==> src/rtl/best_arr_stream.sv <==
// Drains the best-match array through a small FIFO. Each 64-bit entry leaves as two 32-bit
// words, lower half first. Define BEST_ARR_STREAM_CHKSUM_EN to enable the XOR checksum on chksum_o.
module best_arr_stream #(
    parameter int NUM_ENTRIES = 256,
    parameter int ADDRW       = 8,
    parameter int FIFO_DEPTH  = 4
) (
    input  logic             wb_clk_i,
    input  logic             wb_rst_i,
    input  logic             start_i,
    output logic             best_arr_csb1,
    output logic [ADDRW-1:0] best_arr_addr1,
    input  logic [63:0]      best_arr_rdata1,
    output logic             rd_valid_o,
    input  logic             rd_ready_i,
    output logic [31:0]      rd_data_o,
    output logic             busy_o,
    output logic             done_o,
    output logic [31:0]      chksum_o
);
    localparam int PW = (FIFO_DEPTH > 1) ? $clog2(FIFO_DEPTH) : 1;
    localparam int CW = PW + 1;

    typedef enum logic [1:0] {IDLE, RUN, FLUSH, DONE} state_t;

    state_t       state;
    logic [ADDRW:0] issue_ptr;
    logic         inflight;
    logic [63:0]  mem [FIFO_DEPTH];
    logic [PW-1:0] wr_ptr, rd_ptr;
    logic [CW-1:0] count;
    logic         upper;
    logic         issue, hs, pop, start_ok;

    // A read is issued only when the FIFO has room for it plus whatever is already in flight.
    assign issue = (state == RUN) && (32'(issue_ptr) < NUM_ENTRIES) &&
                   ((32'(count) + 32'(inflight)) < FIFO_DEPTH);
    assign best_arr_csb1  = ~issue;
    assign best_arr_addr1 = issue_ptr[ADDRW-1:0];

    assign rd_valid_o = (count != '0);
    assign hs         = rd_valid_o & rd_ready_i;
    assign pop        = hs & upper;
    assign start_ok   = start_i & ((state == IDLE) || (state == DONE));
    assign rd_data_o  = !rd_valid_o ? 32'h0 :
                        upper ? mem[rd_ptr][63:32] : mem[rd_ptr][31:0];

    always_ff @(posedge wb_clk_i) begin
        if (inflight)
            mem[wr_ptr] <= best_arr_rdata1;
    end

    always_ff @(posedge wb_clk_i) begin
        if (wb_rst_i) begin
            state     <= IDLE;
            issue_ptr <= '0;
            inflight  <= 1'b0;
            wr_ptr    <= '0;
            rd_ptr    <= '0;
            count     <= '0;
            upper     <= 1'b0;
            busy_o    <= 1'b0;
            done_o    <= 1'b0;
        end else begin
            inflight <= issue;
            if (issue)
                issue_ptr <= issue_ptr + 1'b1;
            if (inflight)
                wr_ptr <= wr_ptr + 1'b1;
            if (pop)
                rd_ptr <= rd_ptr + 1'b1;
            if (hs)
                upper <= ~upper;
            count <= count + CW'(inflight) - CW'(pop);

            case (state)
                IDLE, DONE: begin
                    if (start_i) begin
                        state     <= RUN;
                        issue_ptr <= '0;
                        wr_ptr    <= '0;
                        rd_ptr    <= '0;
                        count     <= '0;
                        upper     <= 1'b0;
                        busy_o    <= 1'b1;
                        done_o    <= 1'b0;
                    end
                end
                RUN: begin
                    if ((32'(issue_ptr) == NUM_ENTRIES) && !inflight)
                        state <= FLUSH;
                end
                FLUSH: begin
                    if (count == '0) begin
                        state  <= DONE;
                        busy_o <= 1'b0;
                        done_o <= 1'b1;
                    end
                end
                default: state <= IDLE;
            endcase
        end
    end

`ifdef BEST_ARR_STREAM_CHKSUM_EN
    always_ff @(posedge wb_clk_i) begin
        if (wb_rst_i || start_ok)
            chksum_o <= 32'h0;
        else if (hs)
            chksum_o <= chksum_o ^ rd_data_o;
    end
`else
    assign chksum_o = 32'h0;
`endif

endmodule

==> config.mk <==
export PLATFORM = sky130hd
export DESIGN_NAME = best_arr_stream
export DESIGN_NICKNAME = d
export VERILOG_FILES = /design/src/rtl/best_arr_stream.sv
export SDC_FILE = /design/constraint.sdc
export NUM_CORES = 1
export LEC_CHECK = 0
export CAP_MARGIN = 20
export CORE_UTILIZATION = 30
export DETAILED_ROUTE_END_ITERATION = 10
export SLEW_MARGIN = 20
export SYNTH_ARGS = -nofsm -noshare
export SYNTH_HDL_FRONTEND = slang
export SYNTH_SLANG_ARGS = --single-unit
==> constraint.sdc <==
create_clock -name wb_clk_i -period 3.8 [get_ports wb_clk_i]
set_input_delay 0.76 -clock wb_clk_i [delete_from_list [all_inputs] [get_ports wb_clk_i]]
set_output_delay 0.76 -clock wb_clk_i [all_outputs]
set_load 0.05 [all_outputs]
==> impl_summary.txt <==
----------------------------------------------------
[Worst setup path]
  Maximum fanout along the worst path ... 34
  Nature of the critical path startpoint ... flop
  Worst setup path class ... reg2out
  R2R depth ... 12
  Worst path arrival time ... 2.89 ns
  Worst setup slack for register-to-register paths ... ~1.1 ns
  Reg-to-reg endpoint ... count[2]
  Required time worst endpoint ... between 3 and 4 ns
  Startpoint of the worst-slack reg-to-reg timing path ... count[1]
  Sort of element at the end of the critical path ... output pin

[Clock tree]
  Clock-pin slew of the registers on the worst-case setup and hold paths ... 0.06 ns
  Number of clock sinks ... about 280
  Clock tree from TritonCTS ... yes
  Post-CTS Setup Repair Bufs ... 0
  CTS Hold Bufs ... 0
  Deepest level of the CTS H-tree ... 1
  Latest clock arrival within the worst-skew pair ... about 0.56 ns
  CTS Buf Count ... 30
  Clock Tree Buf Depth ... 3
  Master cell of the clock root buffer ... sky130_fd_sc_hd__clkbuf_16

[Die]
  Die width ... between 150 and 200 um
  Die Y-Extent ... 194.5 um
  CORE AREA ... 36520 um2
  Initial core utilization ... a little under a third
  Number of cell rows ... 70
  Total I/O pin count ... ~140
  Die area ... about 38000 um2

[Placement]
  Number of cells in the design after placement ... around 1100
  Port-buffer cells ... between 100 and 150
  Dpl ws ... roughly 0.63 ns
  Final Wtd Congestion ... between 0.7 and 0.8
  Dpl hpwl ... ~12 mm
  Cell area after placement ... approximately 13000 um2

[Synthesis]
  Most frequent cells after synthesis ... sky130_fd_sc_hd__edfxtp_1 (256), sky130_fd_sc_hd__mux4_2 (64), sky130_fd_sc_hd__nor2_1 (48)
  Synthesized flop and latch total ... 278
  Number of flops mapped to enable cells by yosys ... ~260
  Synthesized instance count ... ~580
  Yosys synthesis warning count ... 0
  Cell type contributing the most total cell area after synthesis ... sky130_fd_sc_hd__edfxtp_1
  Most repeated cell in the gate-level netlist after synthesis ... sky130_fd_sc_hd__edfxtp_1
  Most common flop cell mapped by yosys ... sky130_fd_sc_hd__edfxtp_1
  Share of flip-flops with an asynchronous set or reset after synthesis ... 0%
  Register area share after synthesis ... approximately three quarters
  Post-Syn Area ... roughly 11000 um2
  Netlist cell types ... 37
  Synth top area share ... roughly 69%
  Average size of a mapped cell ... 19.34 um2
  Biggest area contributors in the synthesized netlist ... sky130_fd_sc_hd__edfxtp_1 (69%), sky130_fd_sc_hd__mux4_2 (13%), sky130_fd_sc_hd__dfxtp_1 (4.0%), sky130_fd_sc_hd__mux2i_1 (3.0%), sky130_fd_sc_hd__buf_4 (2.7%)

[Global route]
  First-pass GRT wire length ... between 30 and 40 mm
  Number of antenna violations at the first check in global routing ... 1
  Total congestion overflow ... 0
  Largest net degree at the start of global routing ... 65
  Global Route Usage Sum ... 11.43%
  Vias in the first global route ... approximately 5700

[Min path]
  Path category of the worst min-delay check ... reg2reg
  Instance count along the most critical hold path ... 1
  Hold Path Sink ... issue_ptr[8]
  Startpoint of the most critical hold path ... issue_ptr[8]

[Timing]
  Count of endpoints failing setup in the final report ... 0
  Fin crit period ... 3.650 ns
  Tightest hold margin ... around 0.50 ns
  Maximum frequency from static timing analysis ... about 270 MHz
  Measured slew at the worst slew-check pin ... 1.072 ns
  Final setup slack of the worst path ... ~0.15 ns
  Count of pins over their slew limit ... 0
  Setup TNS Final ... 0 ns
  Clock Skews ... 0.01479 ns
  Final Hold Viols ... 0
  RSZ-0062 raised after global routing ... no
  Worst relative slew slack ... between 20% and 30%
  Post-route fraction of the period consumed by the critical path ... 96.06%

[Route]
  Number of vias per cell ... about 4.4
  Vias ... between 5000 and 6000
  Count of antenna-violating nets left after detailed routing ... 0
  DRC viols ... 0
  First-iteration detailed-routing DRC count ... around 180
  Number of detailed-route iterations in the first pass ... 4
  Total wirelength of the detailed-routed design ... roughly 21 mm
  Detailed-route wire length per cell ... 18.04 um

[Outcome]
  Status ... finished, final reports clean

[Cells and area]
  Final Cell Area ... about 14000 um2
  Net count reported at finish ... between 700 and 800
  Layout Area Growth over Synthesis ... 23.12%
  Proportion of layout cells with a drive suffix above 1 ... a little under a fifth
  Filler Cells Inserted ... about 3400
  Number of standard cells in the layout, taps in and fillers out ... 1186

[Pwr]
  Ratio of total power to cell area ... about 560 nW/um2
  Peak ir drop on the vdd network ... about 0.00033 V
  Cell leakage power ... approximately 4.5 nW

[Run]
  Maxcap violations ... 0

----------------------------------------------------
-- timing repair --
item | in CTS | in global routing
resized for setup | 0 | 9
endpoints found under the setup margin | 0 | 9
endpoints found under the hold margin | 0 | 0
-- placed cells by master (no fill, tap or decap), types with 4 or more instances in the layout --
cell type / Yosys / layout
sky130_fd_sc_hd__buf_4: 40 / 5
sky130_fd_sc_hd__xor2_1: 6 / 6
sky130_fd_sc_hd__dfxtp_1: 22 / 19
sky130_fd_sc_hd__clkinv_1: 0 / 7
sky130_fd_sc_hd__buf_12: 0 / 5
sky130_fd_sc_hd__edfxtp_1: 256 / 256
sky130_fd_sc_hd__mux2i_1: 33 / 33
sky130_fd_sc_hd__clkinv_2: 0 / 8
sky130_fd_sc_hd__bufinv_16: 0 / 4
sky130_fd_sc_hd__a21oi_1: 8 / 8
sky130_fd_sc_hd__nand3_1: 6 / 6
sky130_fd_sc_hd__xnor2_1: 4 / 4
sky130_fd_sc_hd__inv_1: 11 / 11
sky130_fd_sc_hd__and2_4: 0 / 4
sky130_fd_sc_hd__ha_1: 13 / 13
sky130_fd_sc_hd__nand2_1: 7 / 7
sky130_fd_sc_hd__and2_1: 8 / 4
sky130_fd_sc_hd__conb_1: 1 / 32
sky130_fd_sc_hd__nand4_1: 4 / 4
sky130_fd_sc_hd__clkbuf_16: 0 / 30
sky130_fd_sc_hd__nor2_1: 48 / 48
sky130_fd_sc_hd__dlymetal6s2s_1: 0 / 9
sky130_fd_sc_hd__mux4_2: 64 / 64
sky130_fd_sc_hd__clkdlybuf4s50_1: 0 / 101
-- worst max-delay path by stage --
stage                          from       endpoint  depth (start not counted)
final                     rd_ptr[0]  rd_data_o[22]                          5
after detailed placement  rd_ptr[0]  rd_data_o[19]                          5
after floorplan            count[1]       count[2]                         11
after global placement    rd_ptr[0]  rd_data_o[27]                          5
after CTS                 rd_ptr[0]  rd_data_o[19]                          5
after global routing      rd_ptr[0]  rd_data_o[22]                          5
-- area by class of cell --
type	instances	area [um2]	area share, %
Inverter	11	41.29	0.3016
Clock buffer	32	758.2	5.538
Multi-Input combinational cell	253	2679	19.56
Tap cell	468	585.6	4.277
Clock inverter	23	227.7	1.663
Sequential cell	278	8137	59.43
Timing Repair Buffer	120	1261	9.211
Antenna cell	1	2.502	0.01828
-- registers in the layout, summed over array words and instances, names as in the netlist, 2 cells and up --
| register | count |
|---|---|
| wr_ptr | 2 |
| mem | 256 |
| rd_ptr | 2 |
| issue_ptr | 9 |
| state | 2 |
| count | 3 |
-- worst max-delay path, cell delays in order, from the launching register on --
cell	delay (ns)
sky130_fd_sc_hd__dfxtp_4	0.50
sky130_fd_sc_hd__buf_12	0.30
sky130_fd_sc_hd__mux4_2	0.55
sky130_fd_sc_hd__mux2i_1	0.16
sky130_fd_sc_hd__nor2_1	0.07
sky130_fd_sc_hd__clkdlybuf4s50_1	0.72
-- logic make-up (layout without fill, tap and decap cells) --
family	after synthesis	in the layout	synth area share, %
flip-flops	278	278	73.09
multiplexers	97	97	15.93
AND/OR/NAND/NOR	84	84	3.420
buffers and inverters	75	186	4.005
AO/OA/AOI/OAI	16	16	1.091
adder cells (fa/ha/maj)	14	14	1.643
XOR/XNOR	10	10	0.7875
other	1	33	0.03372
-- power by group --
group | switching, W | internal [W] | leakage, nW
clock network | 0.00118 | 0.00171 | 0.486
logic | 0.000728 | 0.000411 | 1.50
registers | 0.0000623 | 0.00354 | 2.49
total | 0.00197 | 0.00566 | 4.47
-- stage by stage --
stage	utilization (%)	power [W]
2_1_floorplan	-	0.004452
3_3_place_gp	34.72	0.004825
3_5_place_dp	34.72	0.004832
4_1_cts	37.42	0.007757
5_1_grt	37.48	0.007929
6_report	37.49	0.007632
-- metal layers --
metal | track usage [%] | vias up | wire length (um)
li1 | - | 2444 | -
met4 | 3.233 | 0 | 559
met1 | 14.36 | 2635 | 9158
met3 | 2.863 | 33 | 1122
met5 | 0 | - | 0
met2 | 19.47 | 123 | 10560
Note: power is estimated with default switching activity, not from simulation.
